## src/rtl/reg_writeback_queue.sv

```systemverilog
// reg_writeback_queue: in-order writeback FIFO that takes ALU and load results and
// retires up to two of them per cycle on the register file's Rd and Rs write ports.
// Build option: WBQ_COALESCE_EN. When defined, an equal-address head pair drops the
// older write and retires only the younger one on Rs. Otherwise the pair is split
// across two cycles.
module reg_writeback_queue #(
    parameter int DEPTH = 4,
    parameter int AW    = 4,
    parameter int DW    = 16
) (
    input  logic              Clock,
    input  logic              Reset_n,
    input  logic              Alu_Valid,
    input  logic [AW-1:0]     Alu_Addr,
    input  logic [DW-1:0]     Alu_Data,
    output logic              Alu_Ready,
    input  logic              Ld_Valid,
    input  logic [AW-1:0]     Ld_Addr,
    input  logic [DW-1:0]     Ld_Data,
    output logic              Ld_Ready,
    output logic              Rd_Wen,
    output logic [AW-1:0]     Rd_Addr,
    output logic [DW-1:0]     Rd_Data,
    output logic              Rs_Wen,
    output logic [AW-1:0]     Rs_Addr,
    output logic [DW-1:0]     Rs_Data,
    output logic [2**AW-1:0]  Busy_Mask
);
    localparam int PW = (DEPTH > 1) ? $clog2(DEPTH) : 1;
    localparam int CW = $clog2(DEPTH + 1);
    localparam logic [CW-1:0] FULL_CNT   = CW'(DEPTH);
    localparam logic [CW-1:0] LD_MAX_CNT = CW'(DEPTH - 2);

    logic [AW-1:0]    addr_q [DEPTH];
    logic [DW-1:0]    data_q [DEPTH];
    logic [PW-1:0]    head;
    logic [PW-1:0]    tail;
    logic [PW-1:0]    head_nxt1;
    logic [PW-1:0]    ld_slot;
    logic [CW-1:0]    count;
    logic             alu_push;
    logic             ld_push;
    logic [1:0]       push_cnt;
    logic [1:0]       pop_cnt;
    logic [DEPTH-1:0] entry_valid;

    // The ALU keeps the last free slot; a load needs room for both producers.
    assign Alu_Ready = (count != FULL_CNT);
    assign Ld_Ready  = (count <= LD_MAX_CNT);
    assign alu_push  = Alu_Valid && Alu_Ready;
    assign ld_push   = Ld_Valid && Ld_Ready;
    assign push_cnt  = {1'b0, alu_push} + {1'b0, ld_push};

    // A load goes behind a same-cycle ALU result, so the ALU entry counts as older.
    assign ld_slot   = alu_push ? (tail + PW'(1)) : tail;
    assign head_nxt1 = head + PW'(1);

    assign Rd_Addr = addr_q[head];
    assign Rd_Data = data_q[head];
    assign Rs_Addr = addr_q[head_nxt1];
    assign Rs_Data = data_q[head_nxt1];

    // Retire selection from the two oldest entries.
    always_comb begin
        Rd_Wen  = 1'b0;
        Rs_Wen  = 1'b0;
        pop_cnt = 2'd0;
        if (count == CW'(1)) begin
            Rd_Wen  = 1'b1;
            pop_cnt = 2'd1;
        end else if (count >= CW'(2)) begin
            if (Rd_Addr != Rs_Addr) begin
                Rd_Wen  = 1'b1;
                Rs_Wen  = 1'b1;
                pop_cnt = 2'd2;
            end else begin
`ifdef WBQ_COALESCE_EN
                Rs_Wen  = 1'b1;
                pop_cnt = 2'd2;
`else
                Rd_Wen  = 1'b1;
                pop_cnt = 2'd1;
`endif
            end
        end
    end

    // An entry is live when its distance from head is below the occupancy.
    for (genvar g = 0; g < DEPTH; g++) begin : g_valid
        logic [PW-1:0] offs;
        assign offs           = PW'(g) - head;
        assign entry_valid[g] = ({{(CW-PW){1'b0}}, offs} < count);
    end

    // Busy mask marks every register with at least one pending write.
    always_comb begin
        Busy_Mask = '0;
        for (int i = 0; i < DEPTH; i++) begin
            if (entry_valid[i]) begin
                Busy_Mask[addr_q[i]] = 1'b1;
            end
        end
    end

    // Pointer, occupancy and storage update; reset discards everything, including pushes.
    always_ff @(posedge Clock) begin
        if (!Reset_n) begin
            head  <= '0;
            tail  <= '0;
            count <= '0;
        end else begin
            if (alu_push) begin
                addr_q[tail] <= Alu_Addr;
                data_q[tail] <= Alu_Data;
            end
            if (ld_push) begin
                addr_q[ld_slot] <= Ld_Addr;
                data_q[ld_slot] <= Ld_Data;
            end
            head  <= head + PW'(pop_cnt);
            tail  <= tail + PW'(push_cnt);
            count <= count + CW'(push_cnt) - CW'(pop_cnt);
        end
    end
endmodule

```

## config.mk

```make
export PLATFORM = sky130hd
export DESIGN_NAME = reg_writeback_queue
export DESIGN_NICKNAME = d
export VERILOG_FILES = /design/src/rtl/reg_writeback_queue.sv
export SDC_FILE = /design/constraint.sdc
export NUM_CORES = 1
export LEC_CHECK = 0
export ABC_CLOCK_PERIOD_IN_PS = 7800
export BUFFER_PORTS_ARGS = -buffer_cell sky130_fd_sc_hd__clkbuf_2
export CAP_MARGIN = 20
export CORE_MARGIN = 1
export CORE_UTILIZATION = 53
export CTS_CLUSTER_DIAMETER = 100
export DETAILED_ROUTE_END_ITERATION = 8
export PLACE_DENSITY = 0.76
export SLEW_MARGIN = 30
export SYNTH_ARGS = -nofsm -noshare
export SYNTH_HDL_FRONTEND = slang
export SYNTH_SLANG_ARGS = --single-unit
```

## constraint.sdc

```tcl
create_clock -name Clock -period 7.8 [get_ports Clock]
set_clock_uncertainty 0.1 [all_clocks]
set_input_delay 1.17 -clock Clock [delete_from_list [all_inputs] [get_ports Clock]]
set_output_delay 1.17 -clock Clock [all_outputs]
set_load 0.02 [all_outputs]
```

# Yosys cells after proc, flatten, opt, wreduce, memory -nomap -nowiden
# Memory sizes are Yosys's and may differ from the RTL's. A register that Yosys moved wholly into a read port is not among the register bits.
# Index checks and enable logic that the tools add are counted.
[totals] regBits=7 word_cells=71 mem_count=2 mem_bits_rw=80
[memory_table] name="data_q" depth=4 word_bits=16 rd=2 rd_ports_with_merged_regs=1 write_ports=2 line="35" rtl="logic [DW-1:0] data_q [DEPTH];"
[memory_table] name="addr_q" depth=4 word_bits=4 rd=6 rd_ports_with_merged_regs=1 write_ports=2 line="34" rtl="logic [AW-1:0] addr_q [DEPTH];"
[classes] addsub=11 n_lt_le_gt_ge=14 n_reduce_logical=6 eq_ne=3 muxes=29 bitwise=3
[op_table] op="$mux W16" n=4
[op_table] op="$or A16 B16 Y16" n=3
[op_table] op="$lt A4 B5 Y1 const B" n=4
[op_table] op="$demux W1 S4" n=4
[op_table] op="$ge A4 B1 Y1 const B" n=4
[op_table] op="$mux W1" n=15
[op_table] op="$lt A2 B3 Y1" n=4
[op_table] op="$mux W2" n=6
[op_table] op="$logic_and A1 B1 Y1" n=6
[op_table] op="$add A2 B1 Y2 const B" n=2
[op_table] op="$add A2 B2 Y2" n=2
[op_table] op="$ne A4 B4 Y1" n=1
[op_table] op="$sub A1 B2 Y2 const A" n=2
[op_table] op="$sub A2 B2 Y2 const A" n=2
[op_table] op="$add A3 B2 Y3" n=1
[op_table] op="$eq A3 B1 Y1 const B" n=1
[op_table] op="$ge A3 B2 Y1 const B" n=1
[op_table] op="$le A3 B2 Y1 const B" n=1
[op_table] op="$ne A3 B3 Y1 const B" n=1
[op_table] op="$sub A3 B2 Y3" n=1
[op_table] op="$add A1 B1 Y2" n=1

# Logic depth before layout (Yosys ltp)
# Gate-level depths: netlist of run 1.
[depth] word_depth=11 ltp_mapped=14 ltp_nobuf=13

# Worst setup path after synthesis of run 1
# OpenSTA, ideal clock, no wires.
[synth_timing] path_type="register to output" start="register head[0]" end="output Busy_Mask[0]" arrival_ns=2.094 t_required_ns=6.530 slack_ns=4.436 path_buffers=0 stages_incl_launch_ff=9 path_cell_list="dfxtp_1 > nor2b_1 > or2_2 > inv_1 > ha_1 > a21oi_1 > nor2_1 > or3_1 > o221ai_1"
[synth_between] elab_chain_len=9 word_cells_on_any_way=15 cone_classes="add/sub: 4; order compare: 4; mux: 4; bitwise: 3"
[synth_lines] item="start: declaration" line="36" rtl="logic [PW-1:0] head;"
[synth_lines] item="start signal: assignment" line="120" rtl="head <= head + PW'(pop_cnt);"
[synth_lines] item="$sub A1 B2 Y2" line="91" rtl="assign offs = PW'(g) - head;"
[synth_lines] item="$lt A2 B3 Y1" line="92" rtl="assign entry_valid[g] = ({{(CW-PW){1'b0}}, offs} < count);"
[synth_lines] item="$mux W16" line="99" rtl="if (entry_valid[i]) begin"
[synth_lines] item="$or A16 B16 Y16 (no line)"
[synth_lines] item="$mux W16" line="99"
[synth_lines] item="$or A16 B16 Y16 (no line)"
[synth_lines] item="$mux W16" line="99"
[synth_lines] item="$or A16 B16 Y16 (no line)"
[synth_lines] item="$mux W16 *" line="99"
[synth_lines] item="end: declaration" line="27" rtl="output logic [2**AW-1:0] Busy_Mask"
# Every way passes the cells marked *; elsewhere a longest branch is shown, timed or not.

# Final worst setup path of run 1
[layout_timing] start="register head[0]" end="output Busy_Mask[11]"
# The elaborated chain is that of the path after synthesis.

==> run summary, run 1 <==
nets = 581
WP data required = 6.53 ns
Final period util = 56.28%
clock sink count = 87
# rows = 38
Pins Over Slew Limit = 0
total gr overflow = 0
RSZ-0062 raised after global routing = false
first-pass iteration count of the detailed router = 6
routed length per instance = 22.49 microns
postcts setup bufs = 0
vias in the first global route = 4,293
pin count of the biggest net entering global routing = 37
final setup vio count = 0
EDFF count, synth = 80
die area = 11,670 sq um
CP arrival = 3.12 ns
Setup TNS = 0 ns
leading cell type in the layout, fill and taps excluded = clkbuf_2
Die Wd = 108.0 microns
Slew headroom = 53.68%
element type at the critical path start = register
HPWL Detailed = 10.20 mm
DRC = 0
cell taking the most area after synthesis = edfxtp_1
count of mapped cells out of synthesis = 439
routed vias = 4,253
synthesized area per cell = 13.57 sq um
starting DRC count in detailed routing = 280
maximum fanout along the worst path = 18
clock buffer depth = 2
io pins = 104
gpl congestion = 0.9354
IO Port Bufs = 103
clk_lat worst skew = 0.36 ns
chip height = 108.0 microns
Post-synth top flop = edfxtp_1
worst slew pin tran = 0.6948 ns
Worst Setup End Kind = output pin
Initial Utilization = 54.70%
first-pass GRT wire length = 22.96 mm
mean number of vias per cell = 6.376
#FFs+latches synth = 87
fmax = 227.8 MHz
Crit Path Category = register to output pin
status = complete, no violations
share of cells above drive strength 1 = 48.77%
hold crit path type = register to register
clock slew at reported path FFs = 0.10 ns
Inserted Clock Buffers = 9
Final Hold Viols = 0
GRT Resource Usage Total = 26.58%
Worst IR Drop VDD = 239.4 uV
final antenna-violating net count = 0
register area share after synthesis = 42.69%
drt total wl = 15.00 mm
initial antenna violation count = 0
Max Cap Viol = 0
top cell type's share of synthesized area = 40.34%
commonest non-fill, non-tap cells in the layout = clkbuf_2, edfxtp_1, mux2_2
CTS root buf = clkbuf_8
core area = 10,890 sq um
H-tree Lvls = 3
fin crit period = 4.390 ns
syn nets = 498
CTS tree = done
YS warnings = 0
Synth area leaders = edfxtp_1, mux4_2, mux2_2, mux2_4, ha_1
total power = 2.192 mW
Synth Cell Area = 5956 sq um
post-cts sizing count = 0
unique cell type count in the Yosys netlist = 55
Async S/R FF share, synth = 0%
n_diodes = 0
Lkg Pwr = 2.492 nW
cell area power density = 327.9 nW/um^2
Layout area overhead = 12.23%
CTS Hold Bufs = 0
registers in the layout (all words and copies together) (netlist names):
signal  flops
addr_q     16
count       3
data_q     64
head        2
tail        2
cells in the mapped netlist (6+ instances only):
cell,count
inv_1,16
buf_2,15
dfxtp_1,7
nor2_1,17
o221ai_1,11
edfxtp_1,80
nor2b_1,7
mux2_4,19
nand2b_1,10
mux2_2,59
clkbuf_1,12
a21oi_1,9
nor3_1,7
xor2_1,10
a22oi_1,8
and2_1,6
ha_1,13
mux4_2,40
nand2_1,14
worst paths after layout:
check / cells after the start / slack [ns] / end / startpoint
min: 3 / 0.68 / tail[1] / tail[1]
min reg2reg: 3 / 0.68 / tail[1] / tail[1]
max: 9 / 3.41 / Busy_Mask[11] / head[0]
max reg2reg: 14 / 3.89 / count[2] / head[0]
worst max-delay path, stage by stage (launching register included):
cell	delay, ns
dfxtp_2	0.66
nor2b_1	0.15
or2_2	0.33
ha_1	0.28
a21oi_1	0.18
nor2_1	0.11
nor3b_1	0.52
and3_1	0.23
a311o_1	0.12
clkbuf_2	0.17
power breakdown:
group / leakage, nW / switching [mW] / internal (mW) / total (mW)
Combinational: 1.61 / 0.664 / 0.500 / 1.16
Sequential: 0.789 / 0.117 / 0.615 / 0.731
Clock: 0.0894 / 0.175 / 0.122 / 0.297
through the flow:
| step | instances | area (sq um) | hold WS, ns | setup WS, ns | utilization, % |
|---|---|---|---|---|---|
| 2_1_floorplan | 439 | 5956 | 0.5092 | 4.436 | - |
| 3_3_place_gp | 651 | 6497 | 0.6496 | 3.886 | 59.68 |
| 3_5_place_dp | 651 | 6502 | 0.6450 | 3.841 | 59.72 |
| 4_1_cts | 667 | 6684 | 0.6788 | 3.407 | 61.39 |
| 5_1_grt | 667 | 6684 | 0.7170 | 3.174 | 61.39 |
| 6_report | 667 | 6684 | 0.6833 | 3.410 | 61.39 |
area by class of cell:
type                    count  area, sq um
inverters                  17        66.31
multi-input cells         300         3171
repair buffers            107        545.5
fillers                   840         4204
flip-flops and latches     87         2545
clock buffers              10        127.6
clock inverters             6        53.80
well taps                 140        175.2
cells by family after synthesis:
family                   Yosys count  share of synthesized area, %
adder cells (fa/ha/maj)           15                         3.403
flip-flops                        87                         42.69
XOR/XNOR                          15                         2.206
multiplexers                     122                         31.81
AND/OR/NAND/NOR                   88                         8.172
buffers and inverters             52                         4.265
AO/OA/AOI/OAI                     60                         7.458
layer usage:
metal / track usage, % / wire length (microns) / up-vias
met5: 0 / 0 / -
met4: 9.002 / 284 / 0
met3: 4.461 / 944 / 25
met2: 45.86 / 7612 / 181
met1: 33.94 / 6159 / 2138
li1: - / - / 1909
No activity file was read; power rests on OpenSTA's default activity.
==> inputs of run 2 (changes only) <==
--- a/config.mk
+++ b/config.mk
@@ -5,7 +5,7 @@
 export SDC_FILE = /design/constraint.sdc
 export NUM_CORES = 1
 export LEC_CHECK = 0
-export ABC_CLOCK_PERIOD_IN_PS = 7800
+export ABC_CLOCK_PERIOD_IN_PS = 4400
 export BUFFER_PORTS_ARGS = -buffer_cell sky130_fd_sc_hd__clkbuf_2
 export CAP_MARGIN = 20
 export CORE_MARGIN = 1
==> constraint.sdc (replaced) <==
create_clock -name Clock -period 4.4 [get_ports Clock]
set_clock_uncertainty 0.1 [all_clocks]
set_input_delay 0.66 -clock Clock [delete_from_list [all_inputs] [get_ports Clock]]
set_output_delay 0.66 -clock Clock [all_outputs]
set_load 0.02 [all_outputs]
==> run 2 against run 1 <==
Design area grew 0.37%. Non-clock buffer count grew 2. Via count shrank 1.0%. Die area is the same. Largest power group unchanged. Combinational power grew 77%. Utilization grew 0.23 points. Clock-buffer cell count is the same. Power grew 79%.
==> run summary, run 2 (synthesized netlist as in run 1, its figures left out) <==
Lkg Pwr = 2.516 nW (was 2.492 nW)
CP startpoint = head[0] (unchanged)
# rows = 38 (unchanged)
Pins Over Slew Limit = 0 (unchanged)
n_diodes = 0 (unchanged)
nets = 583 (was 581)
clk_lat worst skew = 0.36 ns (about the same)
CTS tree = done (unchanged)
routed vias = 4,210 (was 4,253)
fmax = 252.4 MHz
postcts setup bufs = 0 (unchanged)
HPWL Detailed = 9.910 mm (was 10.20 mm)
hold depth = 2 (was 3)
fin crit period = 3.962 ns
commonest non-fill, non-tap cells in the layout = clkbuf_2, edfxtp_1, mux2_2 (unchanged)
r2r worst-path depth = 13 (was 14)
total power = 3.916 mW (was 2.192 mW)
WP data required = 3.64 ns (was 6.53 ns)
Worst IR Drop VDD = 263.9 uV (was 239.4 uV)
hold_sp = Alu_Data[1] (was tail[1])
initial antenna violation count = 0 (unchanged)
Setup TNS = 0 ns (unchanged)
GRT Resource Usage Total = 25.80% (was 26.58%)
clock sink count = 87 (unchanged)
final antenna-violating net count = 0 (unchanged)
drt total wl = 14.51 mm (was 15.00 mm)
Final Hold Viols = 0 (unchanged)
chip height = 108.0 microns (unchanged)
cell area power density = 583.7 nW/um^2 (was 327.9 nW/um^2)
Final Util = 61.62% (was 61.39%)
Biggest register = data_q (unchanged)
leading cell type in the layout, fill and taps excluded = clkbuf_2 (unchanged)
Slew headroom = 54.59% (was 53.68%)
core area = 10,890 sq um (unchanged)
Final period util = 90.05%
element type at the critical path start = register (unchanged)
total gr overflow = 0 (unchanged)
CTS Hold Bufs = 0 (unchanged)
io pins = 104 (unchanged)
hold crit path type = input pin to register (was register to register)
IO Port Bufs = 103 (unchanged)
Inserted Clock Buffers = 9 (unchanged)
final setup vio count = 0 (unchanged)
vias in the first global route = 4,230 (was 4,293)
routed length per instance = 21.69 microns (was 22.49 microns)
worst r2r src = head[0] (unchanged)
Max Cap Viol = 0 (unchanged)
first-pass iteration count of the detailed router = 5 (was 6)
gpl congestion = 0.9454 (was 0.9354)
first-pass GRT wire length = 22.25 mm (was 22.96 mm)
pin count of the biggest net entering global routing = 32 (was 37)
share of cells above drive strength 1 = 48.58% (was 48.77%)
DRC = 0 (unchanged)
mean number of vias per cell = 6.293 (was 6.376)
CTS root buf = clkbuf_8 (unchanged)
worst slew pin tran = 0.6811 ns (was 0.6948 ns)
clock buffer depth = 2 (unchanged)
CP arrival = 3.20 ns (was 3.12 ns)
max FFs per register = 64 (unchanged)
Crit Path Category = register to output pin (unchanged)
starting DRC count in detailed routing = 269 (was 280)
RSZ-0062 raised after global routing = false (unchanged)
H-tree Lvls = 3 (unchanged)
top flop regs = data_q x64, addr_q x16, count x3 (unchanged)
status = complete, no violations (unchanged)
Die Wd = 108.0 microns (unchanged)
clock slew at reported path FFs = 0.10 ns (about the same)
die area = 11,670 sq um (unchanged)
maximum fanout along the worst path = 23 (was 18)
Worst Setup End Kind = output pin (unchanged)
Initial Utilization = 54.70% (unchanged)
post-cts sizing count = 0 (unchanged)
Layout area overhead = 12.65% (was 12.23%)
## run 2: cell types whose count changed in the layout (fill, tap and decap cells not counted), sizes merged
| cell | change |
|---|---|
| buf | +2 |
| bufinv | +1 |
| clkinv | +1 |
| clkinvlp | -1 |
| inv | -1 |
## run 2: area by class of cell
| cell class | count | area (sq um) |
|---|---|---|
| Clock buffer | 10 | 127.6 |
| Clock inverter | 6 | 68.82 |
| Fill cell | 833 | 4179 |
| Inverter | 17 | 66.31 |
| Multi-Input combinational cell | 300 | 3166 |
| Sequential cell | 87 | 2545 |
| Tap cell | 140 | 175.2 |
| Timing Repair Buffer | 109 | 560.5 |
## run 2: metal layers
| metal | vias to the layer above | global-route usage [%] | routed length, microns | share of wire, % |
|---|---|---|---|---|
| met5 | - | 0 | 0 | 0 |
| met1 | 2105 | 33.32 | 5870 | 40 |
| met4 | 0 | 11.06 | 260 | 1.8 |
| met2 | 183 | 42.68 | 7272 | 50 |
| met3 | 19 | 4.762 | 1106 | 7.6 |
| li1 | 1903 | - | - | - |
## run 2: path summary, 6_finish.rpt
check | end | slack [ns]
max | Busy_Mask[11] | 0.44
min | data_q[0][1] | 0.53
max reg2reg | count[2] | 0.83
min reg2reg | count[2] | 0.69
## run 2: power by group
group	internal (mW)	switching, mW	total (mW)
logic	0.894	1.15	2.05
clock network	0.268	0.302	0.570
registers	1.09	0.211	1.30
## run 2: per-stage QoR
stage               cells  setup WS [ns]  cell area [sq um]  hold slack, ns
floorplan             439          1.136               5956          0.5092
detailed placement    653         0.8196               6513          0.6498
global placement      653         0.9194               6513          0.6429
finish                669         0.4378               6709          0.5290
CTS                   669         0.4317               6709          0.5165
global route          669         0.1706               6709          0.5187
## run 2: critical path, stage by stage (launching register included)
cell and delay [ns]:
dfxtp_2 0.76, nor2b_1 0.16, or2_2 0.34, ha_1 0.28, a21oi_1 0.17, nor2_1 0.10, nor3b_1 0.49, and3_1 0.23
a311o_1 0.13, clkbuf_2 0.17
